File: src/rtl/mips_pkg.sv
// mips_pkg: shared widths and the exception FSM state type for the EX/MEM stage.
package mips_pkg;
  localparam int DATA_W_D = 32;
  localparam int REG_W_D = 5;
  localparam int EXC_CNT_W = 8;
  typedef enum logic [1:0] {RUN = 2'd0, EXC = 2'd1, WAIT_ACK = 2'd2} exc_state_e;
endpackage

File: src/rtl/ex_exc_ctrl.sv
// ex_exc_ctrl: overflow-trap FSM (RUN/EXC/WAIT_ACK) with EPC and a saturating trap counter.
module ex_exc_ctrl import mips_pkg::*; #(
  parameter int DATA_W = DATA_W_D
) (
  input  logic                 Clk,
  input  logic                 Rst_n,
  input  logic                 accept,
  input  logic                 trap_cand,
  input  logic                 exc_ack,
  input  logic [DATA_W-1:0]    pc_plus4,
  output logic                 run,
  output logic                 trap,
  output logic                 exc_req,
  output logic                 exc_pending,
  output logic [DATA_W-1:0]    epc,
  output logic [EXC_CNT_W-1:0] exc_count
);
  exc_state_e state, state_nx;
  assign run = state == RUN;
  assign trap = run & accept & trap_cand;
  // unused encoding falls back to RUN
  always_comb state_nx = state == RUN ? (trap ? EXC : RUN) :
                         state == EXC ? WAIT_ACK :
                         state == WAIT_ACK ? (exc_ack ? RUN : WAIT_ACK) : RUN;
  always_ff @(posedge Clk or negedge Rst_n)
    if (!Rst_n) begin
      state <= RUN;
      exc_req <= 1'b0;
      exc_pending <= 1'b0;
      epc <= '0;
      exc_count <= '0;
    end else begin
      state <= state_nx;
      exc_req <= state_nx == EXC;
      exc_pending <= state_nx == WAIT_ACK;
      if (trap) begin
        epc <= pc_plus4 - DATA_W'(4);
        exc_count <= exc_count + EXC_CNT_W'(~&exc_count);
      end
    end
endmodule

File: src/rtl/ex_mem_stage.sv
// ex_mem_stage: EX/MEM pipeline register with branch resolution and overflow-trap squashing.
module ex_mem_stage import mips_pkg::*; #(
  parameter int DATA_W = DATA_W_D,
  parameter int REG_W = REG_W_D
) (
  input  logic                 Clk,
  input  logic                 Rst_n,
  input  logic                 in_valid,
  input  logic                 stall,
  input  logic                 flush,
  input  logic [DATA_W-1:0]    alu_result,
  input  logic                 alu_zero,
  input  logic                 alu_overflow,
  input  logic [DATA_W-1:0]    store_data,
  input  logic [REG_W-1:0]     dest_reg,
  input  logic [DATA_W-1:0]    pc_plus4,
  input  logic [DATA_W-1:0]    branch_target,
  input  logic                 branch_eq,
  input  logic                 branch_ne,
  input  logic                 mem_read,
  input  logic                 mem_write,
  input  logic                 reg_write,
  input  logic                 mem_to_reg,
  input  logic                 ovf_trap_en,
  input  logic                 exc_ack,
  output logic                 out_valid,
  output logic [DATA_W-1:0]    out_alu_result,
  output logic [DATA_W-1:0]    out_store_data,
  output logic [REG_W-1:0]     out_dest_reg,
  output logic                 out_mem_read,
  output logic                 out_mem_write,
  output logic                 out_reg_write,
  output logic                 out_mem_to_reg,
  output logic                 branch_taken,
  output logic [DATA_W-1:0]    branch_pc,
  output logic                 exc_req,
  output logic                 exc_pending,
  output logic [DATA_W-1:0]    epc,
  output logic [EXC_CNT_W-1:0] exc_count
);
  logic run, trap, load, valid_nx, take_nx;
  // flush loads a bubble even under stall; only a real capture may trap
  assign load = ~stall | flush;
  assign valid_nx = ~flush & in_valid & run & ~trap;
  assign take_nx = valid_nx & ((branch_eq & alu_zero) | (branch_ne & ~alu_zero));
  ex_exc_ctrl #(.DATA_W(DATA_W)) u_exc (
    .Clk(Clk),
    .Rst_n(Rst_n),
    .accept(~stall & ~flush),
    .trap_cand(in_valid & ovf_trap_en & alu_overflow),
    .exc_ack(exc_ack),
    .pc_plus4(pc_plus4),
    .run(run),
    .trap(trap),
    .exc_req(exc_req),
    .exc_pending(exc_pending),
    .epc(epc),
    .exc_count(exc_count)
  );
  always_ff @(posedge Clk or negedge Rst_n)
    if (!Rst_n) begin
      out_valid <= 1'b0;
      out_alu_result <= '0;
      out_store_data <= '0;
      out_dest_reg <= '0;
      out_mem_read <= 1'b0;
      out_mem_write <= 1'b0;
      out_reg_write <= 1'b0;
      out_mem_to_reg <= 1'b0;
      branch_taken <= 1'b0;
      branch_pc <= '0;
    end else begin
      branch_taken <= load & take_nx;
      if (load) begin
        out_valid <= valid_nx;
        out_alu_result <= alu_result;
        out_store_data <= store_data;
        out_dest_reg <= dest_reg;
        out_mem_read <= valid_nx & mem_read;
        out_mem_write <= valid_nx & mem_write;
        out_reg_write <= valid_nx & reg_write;
        out_mem_to_reg <= valid_nx & mem_to_reg;
      end
      if (load & take_nx) branch_pc <= branch_target;
    end
endmodule

File: config.mk
export PLATFORM = sky130hd
export DESIGN_NAME = ex_mem_stage
export DESIGN_NICKNAME = d
export VERILOG_FILES = /design/src/rtl/mips_pkg.sv /design/src/rtl/ex_exc_ctrl.sv /design/src/rtl/ex_mem_stage.sv
export SDC_FILE = /design/constraint.sdc
export NUM_CORES = 1
export LEC_CHECK = 0
export CAP_MARGIN = 20
export CORE_MARGIN = 4
export CORE_UTILIZATION = 40
export DETAILED_ROUTE_END_ITERATION = 10
export PLACE_DENSITY = 0.78
export SLEW_MARGIN = 25
export SYNTH_ARGS = -nofsm -noshare
export SYNTH_HDL_FRONTEND = slang
export SYNTH_HIERARCHICAL = 1
export SYNTH_SLANG_ARGS = --single-unit
File: constraint.sdc
create_clock -name Clk -period 2.5 [get_ports Clk]
set_input_delay 0.5 -clock Clk [delete_from_list [all_inputs] [get_ports Clk]]
set_output_delay 0.5 -clock Clk [all_outputs]
set_load 0.01 [all_outputs]
Yosys cells after proc, flatten, opt, wreduce, memory -nomap -nowiden
Index checks and enable logic that the tools add are counted.
{ "classes": {"n_addsub": 2, "mul": 0, "n_div": 0, "n_lt_le_gt_ge": 0, "n_eq_ne": 4, "shifts": 0, "mux": 5, "bitwise": 22, "n_reduce_logical": 3} }
{ "op_table": {"columns": ["op", "n"], "rows": [
  ["32-bit by 3-bit subtractor with 32-bit output, second input constant", 1],
  ["1-bit AND", 16],
  ["8-bit by 1-bit adder with 8-bit output", 1],
  ["2-bit 2-to-1 mux", 4],
  ["8-bit AND reduction", 1],
  ["2-bit by 1-bit equality test with 1-bit output, second input constant", 2],
  ["2-bit equality test, second input constant", 2],
  ["1-bit inverter", 4],
  ["2-bit zero test", 1],
  ["1-bit OR", 2],
  ["1-bit zero test", 1],
  ["1-bit 2-to-1 mux", 1]
]} }
{ "word_totals": {"ff_bits": 151, "latch_bits": 0, "ram_bits": 0, "rom_bits": 0, "inputBits": 148, "output_inout_bits": 149, "wordCells": 51, "mem_count": 0} }

Depth between registers and ports, before layout
Gate-level depths: netlist of the first run.
{ "logic_depth": {"depth_word": 8, "depth_mapped": 9, "ltp_nobuf": 7} }

Modules after synthesis
Netlist of the first run, hierarchy kept.
{ "by_module_without_submodules": {"columns": ["module", "instances", "cells_per_inst", "area_each_um2", "seq_area_each_um2"], "rows": [
  ["ex_mem_stage", 1, 379, 4166.5, 2677.6],
  ["ex_exc_ctrl", 1, 229, 2227.1, 1101.1]
]} }

Worst setup path before layout of the first run
OpenSTA, ideal clock, no wires.
{ "synth_timing": {"kind": "input-to-reg", "from": "input port alu_overflow", "to": "register branch_pc[10]", "setup_time_ns": 0.125, "arrival_ns": 2.144, "t_required_ns": 2.375, "setup_slack_ns": 0.230, "stages": 9, "path_buffers": 3, "path_cell_list": "and3_1 -> nand3_1 -> clkbuf_1 -> inv_1 -> nor4b_2 -> and3_1 -> buf_6 -> buf_12 -> mux2_4"} }
{ "synth_between": {"elab_chain_cells": 6} }
{ "synth_lines": {"columns": ["item", "line", "rtl"], "rows": [
  ["start: declaration", "ex_mem_stage.sv:13", "input logic alu_overflow,"],
  ["1-bit AND", "ex_mem_stage.sv:50", ".trap_cand(in_valid & ovf_trap_en & alu_overflow),"],
  ["1-bit AND", "ex_exc_ctrl.sv:20", "assign trap = run & accept & trap_cand;"],
  ["named net trap", "ex_mem_stage.sv:41", "logic run, trap, load, valid_nx, take_nx;"],
  ["1-bit inverter", "ex_mem_stage.sv:44", "assign valid_nx = ~flush & in_valid & run & ~trap;"],
  ["1-bit AND", "ex_mem_stage.sv:44", null],
  ["1-bit AND", "ex_mem_stage.sv:45", "assign take_nx = valid_nx & ((branch_eq & alu_zero) | (branch_ne & ~alu_zero));"],
  ["1-bit AND", "ex_mem_stage.sv:84", "if (load & take_nx) branch_pc <= branch_target;"],
  ["end signal: assignment", "ex_mem_stage.sv:84", null],
  ["end: declaration", "ex_mem_stage.sv:35", "output logic [DATA_W-1:0] branch_pc,"]
]} }
The timed path passes the listed nets, and every way through them passes these cells.
A chain may end at the register's enable or synchronous reset.

Worst setup path after layout of the first run
{ "layout_timing": {"from": "input port pc_plus4[20]", "to": "register u_exc.epc[28]"} }
{ "layout_between": {"elab_chain_cells": 1} }
{ "layout_lines": {"columns": ["item", "line", "rtl"], "rows": [
  ["start: declaration", "ex_mem_stage.sv:16", "input logic [DATA_W-1:0] pc_plus4,"],
  ["32-bit by 3-bit subtractor with 32-bit output", "ex_exc_ctrl.sv:37", "epc <= pc_plus4 - DATA_W'(4);"],
  ["end signal: assignment", "ex_exc_ctrl.sv:37", null],
  ["end: declaration", "ex_exc_ctrl.sv:15", "output logic [DATA_W-1:0] epc,"]
]} }
Every way passes these cells.

==> results.toml, run 1 <==
[status]
status = "finished, final reports clean"

[global_route]
grt_pass1_wl_um = 29900
grt.overflow.total = 0
grt_pass1_vias = 5499
grt_max_degree = 74
antenna_found_initial = 0
grt_util_all_layers_pct = 21.3

[clock_tree]
cts_buffers = 17
clockBufferDepth = 2
cts_resized = 0
clockRootBuffer = "clkbuf_16"
cts_hold_buf = 0
cts.sinks = 151
post-cts-setup-buffer-count = 0
htreeDepth = 4
cts_tree = "yes"
cts.reportedPaths.clkPinSlew_ns = 0.06
clk_latency_ns = 0.42

[synth]
syn_nets = 759
syn_avg_cell_area_sq_um = 10.5
synth_top_area_share_pct = 59.1
yosys_warnings = 6
yosysSeqAreaShare_pct = 59.1
async_flop_share_pct = 100
synth.most_common_cell = "nand2_1"
synthTopCellsByCount = "254 x nand2_1, 151 x dfrtp_1, 30 x mux2_4"
synth_area_sq_um = 6390
synth-seq-cells = 151
synth_edf_count = 0
postSynthCellCount = 608
synth_flop_cell = "dfrtp_1"
synth.distinct_cells = 39
synth_area_leaders = "dfrtp_1 59%, nand2_1 15%, mux2_4 7.0%"
synth.largest_area_cell = "dfrtp_1"

[critical_path]
worstPathMaxFanout = 9
reg2reg_from = "u_exc/state[1]$_DFF_PN0_"
required_ns = 2.83
startpoint_type = "input port"
reg2reg_slack_ns = 0.65
reg2reg_to = "branch_pc[0]$_DFFE_PN0P_"
worstPathArrival_ns = 2.55
path_class = "in2reg"
worst-r2r-cell-count = 5
end_kind = "register"

[layout]
multi_input_comb_area_sq_um = 2440
fin_cells = 1162
area_growth_pct = 64.2
stdcell_area_sq_um = 10500
regArea_sq_um = 3780
diodes = 0
nets = 1089
fill_cells = 1231
layout-drive-gt1-share_pct = 13.4

[pwr]
cellPowerDensity_nw_per_um2 = 723
p_leak_uw = 0.00481
ir_drop_mv = 0.489

[detailed_routing]
wire_per_inst_um = 16.5
first_pass_iters = 4
drc_errors = 0
first_iter_violations = 188
vias = 5414
ant_nets = 0
via_per_inst = 4.66
wirelength_um = 19200

[placement]
pre_cts_ws_ns = -0.138
io_buffers = 296
hpwl_um = 14600
place_area_sq_um = 9850
place.gp.congestion = 0.808
placedCellCount = 1130

[run]
cap_violations = 0

[floorplanning]
initial_core_util_pct = 41.4
die_x_um = 134
die_height_um = 134
die_area_sq_um = 18100
row_count = 45
core_area_sq_um = 15400
io-pin-count = 297

[timing]
setup_viol = 0
period_needed_ns = 2.21
rsz0062_at_grt = "no"
tightest_slew_ns = 0.707
fin_crit_sh_pct = 88.5
hold_slack_ns = 0.104
clock_skew_ns = 0.00660
fmax_mhz = 452
finalHoldViolCount = 0
drv_slew = 0
final.setup.tns_ns = 0
slew_headroom_pct = 52.9
setup_ws_ns = 0.287

[hold_path]
hold_path.class = "in2async"
==> worst max-delay path by stage <==
stage / start / to / slack [ns]
after detailed placement: pc_plus4[20] / u_exc/epc[28]$_DFFE_PN0N_ / -0.14
after global placement: pc_plus4[20] / u_exc/epc[28]$_DFFE_PN0N_ / -0.09
final: pc_plus4[20] / u_exc/epc[28]$_DFFE_PN0N_ / 0.29
after global routing: pc_plus4[20] / u_exc/epc[28]$_DFFE_PN0N_ / 0.20
after floorplan: alu_overflow / branch_pc[10]$_DFFE_PN0P_ / 0.23
after CTS: pc_plus4[20] / u_exc/epc[28]$_DFFE_PN0N_ / 0.31
==> where the power goes <==
part	total [uW]	internal [uW]	leakage, uW	switching (uW)
Sequential	3010	2800	0.00186	208
Combinational	1830	1130	0.00263	698
Clock	2750	1740	0.000314	1020
==> layout make-up <==
cell class / instances / share of cell area [%]
sequential: 151 / 36.0
timing repair buffer: 339 / 31.9
multi-input combinational: 424 / 23.2
clock buffer: 19 / 4.31
tap: 211 / 2.51
clock inverter: 13 / 1.85
inverter: 5 / 0.179
==> worst max-delay path, stage by stage <==
cell	delay (ns)
clkdlybuf4s50_1	0.44
or4_1	0.61
nor3_4	0.31
nand3_2	0.12
or4_1	0.40
a31oi_1	0.16
==> placed cells by master, fill, tap and decap left out, types with 3 or more instances in the layout <==
cell	Yosys	layout
mux2_4	30	30
or3_1	4	4
nor2_1	13	13
mux2_2	6	6
clkdlybuf4s50_1	0	295
o21ai_1	14	14
xor2_1	17	17
nand2_1	254	254
and3_1	5	4
nor3_1	4	4
a22o_1	4	4
xnor2_1	14	14
buf_4	0	38
nor4_1	3	3
ha_1	3	3
inv_1	5	5
buf_12	3	5
nor2b_1	4	3
nand2b_1	4	3
o21ai_0	13	13
bufinv_16	0	4
dfrtp_1	151	151
clkinv_4	0	5
or4_4	3	3
nand3_1	6	5
nand4_1	6	6
clkbuf_16	0	17
or4_1	3	3
==> per-stage QoR <==
| step | power [uW] | util, % |
|---|---|---|
| 2_1_floorplan | 3670 | - |
| 3_3_place_gp | 4850 | 63.9 |
| 3_5_place_dp | 4890 | 63.9 |
| 4_1_cts | 7690 | 68.0 |
| 5_1_grt | 7950 | 68.0 |
| 6_report | 7590 | 68.0 |
==> metal layers <==
| metal | global-route usage (%) | vias to the layer above | share of wire, % |
|---|---|---|---|
| li1 | - | 2631 | - |
| met1 | 25.1 | 2579 | 39 |
| met2 | 36.6 | 172 | 52 |
| met3 | 6.34 | 32 | 7.0 |
| met4 | 8.09 | 0 | 2.3 |
| met5 | 0 | - | 0 |
==> logic make-up after synthesis <==
kind of cell	share of synthesized area (%)
buffers and inverters	2.99
multiplexers	8.10
flip-flops	59.1
adder cells (fa/ha/maj)	0.587
AND/OR/NAND/NOR	21.7
AO/OA/AOI/OAI	3.23
XOR/XNOR	4.25
(Power assumes the default switching activity.)
==> run 2: changes to the inputs <==
--- a/config.mk
+++ b/config.mk
@@ -5,6 +5,7 @@
 export SDC_FILE = /design/constraint.sdc
 export NUM_CORES = 1
 export LEC_CHECK = 0
+export ABC_CLOCK_PERIOD_IN_PS = 2500
 export CAP_MARGIN = 20
 export CORE_MARGIN = 4
 export CORE_UTILIZATION = 40
==> results of run 2 <==
Final layout, timing and power as in run 1 (identical DEF).
==> run 3: changes to the inputs <==
--- a/config.mk
+++ b/config.mk
@@ -7,8 +7,8 @@
 export LEC_CHECK = 0
 export ABC_CLOCK_PERIOD_IN_PS = 2500
 export CAP_MARGIN = 20
-export CORE_MARGIN = 4
 export CORE_UTILIZATION = 40
+export CTS_BUF_LIST = sky130_fd_sc_hd__clkbuf_2
 export DETAILED_ROUTE_END_ITERATION = 10
 export PLACE_DENSITY = 0.78
 export SLEW_MARGIN = 25
==> results.toml, run 3 (synthesis results as in run 1) <==
[clock_tree]
clk_latency_ns = 0.71
cts.reportedPaths.clkPinSlew_ns = 0.23
htreeDepth = 4
post-cts-setup-buffer-count = 0
cts_buffers = 17
clockRootBuffer = "clkbuf_2"
cts_hold_buf = 1
clockBufferDepth = 2
cts_resized = 0
cts_tree = "yes"
cts.sinks = 151

[critical_path]
end_kind = "primary output"
path_class = "reg2out"
reg2reg_from = "u_exc/state[1]$_DFF_PN0_"
required_ns = 2.00
cp_cell_sequence = "clkdlybuf4s50_1"
worstPathMaxFanout = 4
reg2reg_to = "branch_pc[28]$_DFFE_PN0P_"
crit_slowest_cell = "clkdlybuf4s50_1"
cp_top_family = "buffers and inverters"
slowest_delay_ns = 0.58
worst-r2r-cell-count = 5
startpoint = "u_exc/exc_count[3]$_DFFE_PN0N_"
worstPathArrival_ns = 1.74
crit_buf_inv = 1
reg2reg_slack_ns = 0.70
startpoint_type = "register"

[layout]
final_cell_mix = "295 x clkdlybuf4s50_1, 254 x nand2_1, 151 x dfrtp_1"
mostFrequentLayoutCell = "clkdlybuf4s50_1"
fin_util_pct = 65.6
fin_cells = 1165
area_growth_pct = 58.3
fill_cells = 1260
stdcell_area_sq_um = 10100
layout-drive-gt1-share_pct = 13.4
nets = 1091

[global_route]
grt_pass1_wl_um = 27600
grt_max_degree = 62
grt.overflow.total = 0
grt_util_all_layers_pct = 22.1
antenna_found_initial = 1
grt_pass1_vias = 5312

[hold_path]
hold_path.class = "in2async"

[timing]
tightest_slew_ns = 0.539
drv_slew = 0
final.setup.tns_ns = 0
setup_ws_ns = 0.263
slew_headroom_pct = 64.1
clock_skew_ns = 0.0312
fmax_mhz = 447
fin_crit_sh_pct = 89.5
setup_viol = 0
finalHoldViolCount = 0
rsz0062_at_grt = "no"
period_needed_ns = 2.24

[detailed_routing]
drc_errors = 0
via_per_inst = 4.62
ant_nets = 0
wire_per_inst_um = 15.5
vias = 5382
wirelength_um = 18000
first_pass_iters = 6
first_iter_violations = 209

[pwr]
p_leak_uw = 0.00464
power_frac_comb_pct = 29.2
switchingPower_uw = 1830
clkPwrFrac_pct = 22.7
switching_share_pct = 29.4
p_int_uw = 4400
cellPowerDensity_nw_per_um2 = 616
sequentialPowerShare_pct = 48.1
ir_drop_mv = 0.514

[floorplanning]
core_area_sq_um = 15400
initial_core_util_pct = 41.4
row_count = 45
die_x_um = 128
io-pin-count = 297
die_area_sq_um = 16500
die_height_um = 128

[placement]
place_area_sq_um = 9860
placedCellCount = 1131
hpwl_um = 13700
pre_cts_ws_ns = -0.136
io_buffers = 296
place.gp.congestion = 0.811

[run]
cap_violations = 0

[status]
status = "finished, final reports clean"
## run 3: cell count changes in the layout (fill, tap and decap cells not counted), moves of 2 or more
cell / before / now
clkbuf_8: 2 / 0
clkinvlp_4: 1 / 5
clkbuf_2: 0 / 17
clkbuf_16: 17 / 0
clkinv_4: 5 / 2
bufinv_16: 4 / 2
inv_6: 2 / 4
## run 3: routing by layer
metal / wire (um) / global-route usage [%] / part of all wire [%]
met3: 1430 / 7.57 / 7.9
met4: 498 / 9.41 / 2.8
met5: 0 / 0 / 0
met2: 9220 / 38.7 / 51
met1: 6880 / 24.4 / 38
## run 3: cell type report
type,instances,area (sq um),area share (%)
diodes,1,2.50,0.0247
clock buffers,17,85.1,0.841
clock inverters,15,166,1.64
inverters,5,18.8,0.185
multi-input cells,424,2440,24.1
flip-flops and latches,151,3780,37.3
well taps,211,264,2.61
repair buffers,341,3370,33.3
## run 3: worst max-delay path by stage
stage	endpoint	slack (ns)	cells after the start
global placement	u_exc/epc[19]$_DFFE_PN0N_	-0.05	6
floorplan	branch_pc[10]$_DFFE_PN0P_	0.23	9
detailed placement	u_exc/epc[28]$_DFFE_PN0N_	-0.14	7
CTS	exc_count[3]	0.16	1
global route	exc_count[1]	0.12	1
finish	exc_count[3]	0.26	1
## run 3: metrics by stage
step                      power (uW)  hold slack (ns)
after floorplan                 3670            0.204
after global placement          4840            0.412
after detailed placement        4880            0.410
after CTS                       6320            0.141
after global routing            6560            0.132
final                           6230            0.212
## run 3: power groups by stage
stage | Sequential (uW) | Clock, uW | Combinational, uW
floorplan | 3200 | 0 | 463
global placement | 3030 | 0 | 1810
detailed placement | 3040 | 0 | 1840
CTS | 3000 | 1470 | 1850
global route | 3050 | 1560 | 1950
finish | 3000 | 1410 | 1820
